--- src/rtl/voice_sweeper_pkg.sv ---
// Shared synth definitions for the voice sweeper: bus widths, sweep FSM states
// and the phase-to-address slice width.
package voice_sweeper_pkg;

  localparam int unsigned WT_ADDR_W    = 10;
  localparam int unsigned SAMPLE_W     = 18;
  // Wavetable address is the top ADDR_SLICE_W bits of the phase accumulator.
  localparam int unsigned ADDR_SLICE_W = WT_ADDR_W;

  typedef enum logic [1:0] {
    IDLE  = 2'd0,
    REQ_R = 2'd1,
    REQ_L = 2'd2,
    NEXT  = 2'd3
  } state_t;

endpackage

--- src/rtl/voice_sweeper_table.sv ---
// Per-voice parameter store: registered config write, async read by voice index,
// phase write-back; a gate rising edge on config write clears the phase.
module voice_table
  import voice_sweeper_pkg::*;
#(
  parameter int unsigned NVOICES = 16,
  parameter int unsigned PHASE_W = 26,
  localparam int unsigned VOICE_W = $clog2(NVOICES)
) (
  input  logic                clk,
  input  logic                rst,
  input  logic                cfg_we,
  input  logic [VOICE_W-1:0]  cfg_voice,
  input  logic                cfg_gate,
  input  logic [PHASE_W-1:0]  cfg_inc,
  input  logic [SAMPLE_W-1:0] cfg_gain_r,
  input  logic [SAMPLE_W-1:0] cfg_gain_l,
  input  logic [VOICE_W-1:0]  rd_voice,
  output logic                rd_gate,
  output logic [PHASE_W-1:0]  rd_inc,
  output logic [PHASE_W-1:0]  rd_phase,
  output logic [SAMPLE_W-1:0] rd_gain_r,
  output logic [SAMPLE_W-1:0] rd_gain_l,
  input  logic                wb_we,
  input  logic [VOICE_W-1:0]  wb_voice,
  input  logic [PHASE_W-1:0]  wb_phase
);

  logic                gate_q   [NVOICES];
  logic [PHASE_W-1:0]  inc_q    [NVOICES];
  logic [PHASE_W-1:0]  phase_q  [NVOICES];
  logic [SAMPLE_W-1:0] gain_r_q [NVOICES];
  logic [SAMPLE_W-1:0] gain_l_q [NVOICES];

  // Config write is ordered after write-back so a note-on clear wins.
  always_ff @(posedge clk) begin
    if (rst) begin
      for (int i = 0; i < int'(NVOICES); i++) begin
        gate_q[i]   <= 1'b0;
        inc_q[i]    <= '0;
        phase_q[i]  <= '0;
        gain_r_q[i] <= '0;
        gain_l_q[i] <= '0;
      end
    end else begin
      if (wb_we) begin
        phase_q[wb_voice] <= wb_phase;
      end
      if (cfg_we) begin
        gate_q[cfg_voice]   <= cfg_gate;
        inc_q[cfg_voice]    <= cfg_inc;
        gain_r_q[cfg_voice] <= cfg_gain_r;
        gain_l_q[cfg_voice] <= cfg_gain_l;
        if (!gate_q[cfg_voice] && cfg_gate) begin
          phase_q[cfg_voice] <= '0;
        end
      end
    end
  end

  assign rd_gate   = gate_q[rd_voice];
  assign rd_inc    = inc_q[rd_voice];
  assign rd_phase  = phase_q[rd_voice];
  assign rd_gain_r = gain_r_q[rd_voice];
  assign rd_gain_l = gain_l_q[rd_voice];

endmodule

--- src/rtl/voice_sweeper.sv ---
// Per-sample voice sweep: for each gated voice issue an R then an L wavetable
// request at the voice's phase, present the matching gain one cycle later.
module voice_sweeper
  import voice_sweeper_pkg::*;
#(
  parameter int unsigned NVOICES = 16,
  parameter int unsigned PHASE_W = 26,
  localparam int unsigned VOICE_W = $clog2(NVOICES)
) (
  input  logic                 clk,
  input  logic                 rst,
  input  logic                 tick48k,
  input  logic                 cfg_we,
  input  logic [VOICE_W-1:0]   cfg_voice,
  input  logic                 cfg_gate,
  input  logic [PHASE_W-1:0]   cfg_inc,
  input  logic [SAMPLE_W-1:0]  cfg_gain_r,
  input  logic [SAMPLE_W-1:0]  cfg_gain_l,
  output logic [WT_ADDR_W-1:0] wavetable_r,
  output logic                 wavetable_r_valid,
  output logic [WT_ADDR_W-1:0] wavetable_l,
  output logic                 wavetable_l_valid,
  output logic [SAMPLE_W-1:0]  volume,
  output logic                 busy,
  output logic                 overrun
);

  localparam logic [VOICE_W-1:0] LAST_V = VOICE_W'(NVOICES - 1);

  state_t               state_q, state_d;
  logic [VOICE_W-1:0]   v_q, v_d;
  logic [WT_ADDR_W-1:0] r_addr_d, l_addr_d;
  logic                 r_valid_d, l_valid_d, busy_d, overrun_d;
  logic [SAMPLE_W-1:0]  volume_d;
  logic                 wb_we;

  logic                 rd_gate;
  logic [PHASE_W-1:0]   rd_inc, rd_phase;
  logic [SAMPLE_W-1:0]  rd_gain_r, rd_gain_l;
  logic [WT_ADDR_W-1:0] cur_addr;

  assign cur_addr = rd_phase[PHASE_W-1 -: ADDR_SLICE_W];

  voice_table #(
    .NVOICES (NVOICES),
    .PHASE_W (PHASE_W)
  ) u_table (
    .clk        (clk),
    .rst        (rst),
    .cfg_we     (cfg_we),
    .cfg_voice  (cfg_voice),
    .cfg_gate   (cfg_gate),
    .cfg_inc    (cfg_inc),
    .cfg_gain_r (cfg_gain_r),
    .cfg_gain_l (cfg_gain_l),
    .rd_voice   (v_q),
    .rd_gate    (rd_gate),
    .rd_inc     (rd_inc),
    .rd_phase   (rd_phase),
    .rd_gain_r  (rd_gain_r),
    .rd_gain_l  (rd_gain_l),
    .wb_we      (wb_we),
    .wb_voice   (v_q),
    .wb_phase   (rd_phase + rd_inc)
  );

  always_ff @(posedge clk) begin
    if (rst) begin
      state_q           <= IDLE;
      v_q               <= '0;
      wavetable_r       <= '0;
      wavetable_r_valid <= 1'b0;
      wavetable_l       <= '0;
      wavetable_l_valid <= 1'b0;
      volume            <= '0;
      busy              <= 1'b0;
      overrun           <= 1'b0;
    end else begin
      state_q           <= state_d;
      v_q               <= v_d;
      wavetable_r       <= r_addr_d;
      wavetable_r_valid <= r_valid_d;
      wavetable_l       <= l_addr_d;
      wavetable_l_valid <= l_valid_d;
      volume            <= volume_d;
      busy              <= busy_d;
      overrun           <= overrun_d;
    end
  end

  // Requests are decoded from the next state so they appear in REQ_R/REQ_L.
  always_comb begin
    state_d   = state_q;
    v_d       = v_q;
    r_valid_d = 1'b0;
    l_valid_d = 1'b0;
    r_addr_d  = '0;
    l_addr_d  = '0;
    volume_d  = '0;
    overrun_d = overrun;
    wb_we     = 1'b0;

    case (state_q)
      IDLE: begin
        if (tick48k) begin
          state_d = NEXT;
          v_d     = '0;
        end
      end
      NEXT: begin
        if (rd_gate) begin
          state_d = REQ_R;
        end else begin
          v_d = v_q + VOICE_W'(1);
          if (v_q == LAST_V) state_d = IDLE;
        end
      end
      REQ_R: begin
        state_d  = REQ_L;
        volume_d = rd_gain_r;
      end
      REQ_L: begin
        wb_we    = 1'b1;
        volume_d = rd_gain_l;
        v_d      = v_q + VOICE_W'(1);
        state_d  = (v_q == LAST_V) ? IDLE : NEXT;
      end
      default: state_d = IDLE;
    endcase

    // A tick mid-sweep abandons the current voice and restarts from voice 0.
    if (tick48k && state_q != IDLE) begin
      overrun_d = 1'b1;
      state_d   = NEXT;
      v_d       = '0;
      wb_we     = 1'b0;
    end

    if (state_d == REQ_R) begin
      r_valid_d = 1'b1;
      r_addr_d  = cur_addr;
    end
    if (state_d == REQ_L) begin
      l_valid_d = 1'b1;
      l_addr_d  = cur_addr;
    end
    busy_d = (state_d != IDLE);
  end

endmodule

--- config.mk ---
export PLATFORM = sky130hd
export DESIGN_NAME = voice_sweeper
export DESIGN_NICKNAME = d
export VERILOG_FILES = /design/src/rtl/voice_sweeper_pkg.sv /design/src/rtl/voice_sweeper_table.sv /design/src/rtl/voice_sweeper.sv
export SDC_FILE = /design/constraint.sdc
export NUM_CORES = 2
export LEC_CHECK = 0
export ABC_CLOCK_PERIOD_IN_PS = 7500
export CORE_ASPECT_RATIO = 0.5
export CORE_MARGIN = 1.5
export CORE_UTILIZATION = 35
export CTS_CLUSTER_SIZE = 10
export DETAILED_ROUTE_END_ITERATION = 6
export PLACE_DENSITY = 0.61
export SLEW_MARGIN = 30
export SYNTH_ARGS = -nofsm -noshare
export SYNTH_HDL_FRONTEND = slang
export SYNTH_SLANG_ARGS = --single-unit
export TNS_END_PERCENT = 100
--- constraint.sdc ---
create_clock -name clk -period 7.5 [get_ports clk]
set_input_delay 1.5 -clock clk [delete_from_list [all_inputs] [get_ports clk]]
set_output_delay 1.5 -clock clk [all_outputs]
set_load 0.05 [all_outputs]
# --- Word level (Yosys, flattened, before mapping) ---
# Memory sizes are Yosys's and may differ from the RTL's. A register that Yosys moved wholly into a read port is not among the register bits.
# Index checks and enable logic that the tools add are counted.
totals:
  latchBits: 0
  ramBits: 1424
  reg_bits: 48
  mem_count: 5
  rom_bits: 0
  out_inout_bits: 42
  in_bits: 71
op_classes:
  n_shift: 0
  multipliers: 0
  n_mux: 54
  reduce_logical: 17
  magnitude_cmp: 0
  n_addsub: 2
  n_bitwise: 2
  n_eq_ne: 8
  div_mod_pow: 0
memory_table:
  columns: ["name", "words", "word_bits", "rd", "rd_clocked_by_memory_dff", "write_ports", "line_no", "text"]
  rows:
  - ["u_table.inc_q", 16, 26, 1, 1, 16, "voice_sweeper_table.sv:30", "logic [PHASE_W-1:0] inc_q [NVOICES];"]
  - ["u_table.phase_q", 16, 26, 1, 1, 16, "voice_sweeper_table.sv:31", "logic [PHASE_W-1:0] phase_q [NVOICES];"]
  - ["u_table.gain_l_q", 16, 18, 1, 1, 16, "voice_sweeper_table.sv:33", "logic [SAMPLE_W-1:0] gain_l_q [NVOICES];"]
  - ["u_table.gain_r_q", 16, 18, 1, 1, 16, "voice_sweeper_table.sv:32", "logic [SAMPLE_W-1:0] gain_r_q [NVOICES];"]
  - ["u_table.gate_q", 16, 1, 2, 1, 16, "voice_sweeper_table.sv:29", "logic gate_q [NVOICES];"]
ops:
  columns: ["operator", "n"]
  rows:
  - ["$mux W26", 3]
  - ["$reduce_or A26 Y1", 3]
  - ["$mux W4", 18]
  - ["$mux W18", 2]
  - ["$pmux W18 S2", 1]
  - ["$reduce_or A18 Y1", 2]
  - ["$add A26 B26 Y26", 1]
  - ["$mux W1", 23]
  - ["$pmux W4 S3", 1]
  - ["$mux W2", 5]
  - ["$pmux W2 S4", 1]
  - ["$eq A2 B2 Y1 const B", 3]
  - ["$reduce_or A2 Y1", 3]
  - ["$add A4 B1 Y4 const B", 1]
  - ["$eq A2 B1 Y1 const B", 2]
  - ["$eq A4 B4 Y1 const B", 1]
  - ["$ne A2 B2 Y1 const B", 2]
  - ["$reduce_bool A2 Y1", 2]
  - ["$reduce_and A3 Y1", 1]
  - ["$reduce_bool A3 Y1", 1]
  - ["$logic_and A1 B1 Y1", 2]
  - ["$logic_not A2 Y1", 1]
  - ["$not A1 Y1", 2]
  - ["$logic_not A1 Y1", 1]
  - ["$reduce_or A1 Y1", 1]

# --- Logic depth before layout (Yosys ltp) ---
# An unclocked memory read counts as a cell.
logic_depth:
  depth_word: 9
  depth_mapped: 18
  mapped_depth_nobuf: 12

# --- Cells and area by module ---
# Synthesis repeated with hierarchy kept, for this count alone.
hier_totals:
  hier_cells: 5783
  hier_area_um2: 70568.9
modules_own_cells:
  columns: ["mod", "area_each_um2", "seq_area_each_um2", "cells_each", "n_inst"]
  rows:
  - ["voice_table", 67603.6, 38597.0, 5441, 1]
  - ["voice_sweeper", 2965.3, 960.9, 342, 1]

# --- Least setup slack after synthesis ---
# No wires, ideal clock.
synth_timing:
  path_kind: "input to register"
  start: "input port cfg_voice[1]"
  end: "memory u_table.gain_l_q[4][0] (enable)"
  cell_stages: 5
  slack_ns: 0.126
  setup_time_ns: 0.571
  required_time_ns: 6.929
  arrival_ns: 6.802
  cell_sequence: "clkbuf_1 or2_2 clkbuf_1 clkbuf_1 o21ai_0"
synth_rtl:
  columns: ["item", "line_no", "text"]
  rows:
  - ["start: declaration", "voice_sweeper.sv:14", "input logic [VOICE_W-1:0] cfg_voice,"]
  - ["end: declaration", "voice_sweeper_table.sv:33", null]

==> run summary <==
run status: complete, no violations
worst skew pair latency: 790 ps
synthesized cell area: 0.0656 mm^2
drt pass-1 iters: 6
Synth Area in Compound Gates: 0.0554
Primary FF master, synth: edfxtp_1
CP cell instances: buf_12 -> buf_4 -> mux4_2 -> mux4_2 -> ha_1 -> a21oi_1 -> o21a_1 -> o211ai_1 -> o32a_1 -> a211oi_2 -> nor2_1 -> a22o_1
FP Rows: 112
Slew Viols, Final: 0
Max-slew headroom: 0.330
GR Layer Usage met2: 0.337
first-pass GRT wire length: 284000 um
Worst-path clk slew: 50 ps
Hold WS: 458 ps
# fillers: 17000
CTS Sinks: 1476
largest family of logic cells by synthesized area: multiplexers
Reg2Reg Setup Slack: 1850 ps
gr busiest metal: met2
Gate power share: 0.117
Clock Path Buffers: 3
Lkg Pwr: 25.6 nW
library cells used by synthesis: 73
area delta synth->final: 13.8%
Clock Skew: 26.8 ps
DR vias: 41200
most frequent cell on the critical path: mux4_2
Tightest Pin Transition: 1000 ps
arrival time worst endpoint: 6330 ps
cts repair resizes: 0
Flop pwr share: 0.490
adder-cell area share of the yosys netlist: 0.00660
Max Freq: 0.177 GHz
post-synthesis sequential area ratio: 0.604
layout cells sized above 1: 0.181
Mapped Cells: 4708
async set-or-reset flop fraction in the synthesized netlist: 0
Die ar.: 0.190 mm^2
CTS tree: done
post-CTS setup buffers: 0
Tcrit/Tclk final: 0.753
max incr delay on CP: 950 ps
final WL: 195000 um
GRT Overall Usage: 0.202
Worst Setup Start Kind: register
Hold Crit Class: register to register
Die Ht: 309 um
first-iteration detailed-routing DRC count: 4880
Die Span X: 615 um
post-route ant nets: 0
Post-layout nets: 4814
EDFF count, synth: 1008
post-DR wirelength/cell: 26.7 um
clock root buffer: clkbuf_16
Final HPWL DP: 108000 um
Post-CTS Hold Buffers: 0
Sw Pwr: 0.00468 W
Crit. End Element: register
Internal: 0.0141 W
final hold violation count: 0
crit path kind: register to register
crit-path max FO: 47
final setup vio count: 0
final setup TNS: 0 ps
Congestion Overflow GR: 0
CP max-delay cell: dfxtp_4
port bufs: 112
core area: 0.186 mm^2
H-tree depth: 4
Post-Syn Area per Cell: 13.9 um^2
VDD IR max: 0.000286 V
Synth warnings: 0
WP data required: 8190 ps
GR Util met3: 0.0341
initial antenna violation count: 18
clock share of power: 0.393
Synth Area in XOR/XNOR: 0.00343
CP bufs+invs: 2
Sw Ratio: 0.250
min cycle time layout: 5650 ps
Placer Congestion: 0.852
unrepaired setup endpoints after global routing: no
max_cap viols: 0
simple-gate share of the synthesized area: 0.150
Yosys reg bits: 1476
Via density: 5.63
Inserted Clock Buffers: 166
IO Pins: 113
vias in the first global route: 41500
GR Util met1: 0.268
critical path's top delay family: compound AO/OA/AOI/OAI gates
largest net degree at the start of global routing: 107
DRC violations left: 0
synthesized net count: 4813
post-synthesis mux area share: 0.154
starting density of the core: 0.352
pwr/cell area: 251 mW/mm^2
## worst min-delay path: stages (launching register included)
cell and delay [ps]:
dfxtp_1 320, nand2_1 50, o21ai_0 60
## cell usage after synthesis, drive strengths merged (5+ instances only)
cell type	n	area (um^2)
and2	1018	6370
nor3b	14	110
a21oi	196	981
o21a	7	52.6
o21ai	90	454
nand3	86	430
o21ba	11	110
and3	107	669
nor2	250	938
nand2	165	619
mux4	445	10000
clkbuf	310	1160
buf	101	524
a31oi	20	131
xor2	9	78.8
nand4	5	31.3
a21o	10	75.1
nor2b	13	81.3
a32o	8	80.1
a22o	140	1230
o22ai	8	50.1
nor3	50	302
ha	33	413
a22oi	27	203
dfxtp	468	9370
edfxtp	1008	30300
xnor2	15	146
nand2b	12	75.1
inv	19	71.3
or3	10	62.6
## power by group through the flow
stage | clock network, W | registers [W] | logic (W)
after global placement | 0 | 0.00932 | 0.00212
after detailed placement | 0 | 0.00934 | 0.00217
after global routing | 0.00775 | 0.00920 | 0.00231
final | 0.00736 | 0.00917 | 0.00219
after floorplan | 0 | 0.00935 | 0.00142
after CTS | 0.00743 | 0.00918 | 0.00218
## flip-flops by register name, indices dropped and copies added, names as in the netlist, named ones only
name               cells
u_table.inc_q        416
state_q                2
busy                   1
wavetable_l_valid      1
wavetable_l           10
volume                18
u_table.gain_l_q     288
wavetable_r_valid      1
wavetable_r           10
u_table.phase_q      416
u_table.gain_r_q     288
v_q                    4
u_table.gate_q        16
overrun                1
## area by class of cell
type                    count  area (um^2)  share of cell area
flip-flops and latches   1476        39700               0.531
multi-input cells        2802        24700               0.330
clock buffers             249         4580              0.0613
well taps                2508         3140              0.0420
repair buffers            244         2440              0.0327
clock inverters             9          115             0.00154
inverters                  19         76.3             0.00102
diodes                      8         20.0            0.000268
## cells by family after synthesis
kind of cell,after synthesis
and+or+nand+nor,1746
DFF,1476
AOI/OAI and AO/OA,545
muxes,453
buffers and inverters,430
adders and majority gates,34
xor gates and xnor gates,24
## stage by stage
step | utilization | area [um^2] | cells | power (W) | setup WS [ps]
after detailed placement | 0.375 | 69900 | 7048 | 0.0115 | 1890
final | 0.401 | 74700 | 7315 | 0.0187 | 1850
after global placement | 0.374 | 69700 | 7045 | 0.0114 | 1860
after floorplan | - | 65600 | 4708 | 0.0108 | 126
after CTS | 0.400 | 74600 | 7306 | 0.0188 | 1890
after global routing | 0.401 | 74700 | 7312 | 0.0193 | 1500
## path summary, 6_finish.rpt
path                                        from                             endpoint  cells past startpoint
min reg2reg  u_table.phase_q[7][18]$_SDFFE_PP0P_  u_table.phase_q[7][18]$_SDFFE_PP0P_                      2
min          u_table.phase_q[7][18]$_SDFFE_PP0P_  u_table.phase_q[7][18]$_SDFFE_PP0P_                      2
max reg2reg                             register  u_table.phase_q[0][19]$_SDFFE_PP0P_                     12
max                                     register  u_table.phase_q[0][19]$_SDFFE_PP0P_                     12
## cell usage in the layout, fill, tap and decap left out, types with 7 or more instances in the layout
cell type        count
o22ai_1              8
ha_1                33
and3_1             107
dfxtp_1            464
buf_4              103
buf_6                7
a22oi_1             27
a21o_1              10
nor2_1             218
clkbuf_1            77
o21ai_4             16
nor3_1              34
o21ba_2             11
nand2b_1            12
clkbuf_16          171
o21ai_1             12
a22o_1             140
diode_2              8
edfxtp_1          1008
buf_12              18
and2_1            1017
or3_1               10
clkdlybuf4s50_1    111
a32o_1               8
a31oi_1             19
xnor2_1             12
mux4_2             445
nor3_2              15
o21ai_0             61
o21a_1               7
nor2_2              16
nor2_4              16
nor2b_1             13
nand3_1             86
nor3b_1             13
a21oi_1            196
nand2_1            163
inv_1               18
## routing by layer
| layer | vias up | share of wire |
|---|---|---|
| met5 | - | 0.00018 |
| met4 | 6 | 0.027 |
| met3 | 372 | 0.083 |
| met2 | 2128 | 0.48 |
| met1 | 21300 | 0.40 |
| li1 | 17400 | - |
Power figures use the tool's default switching activity.
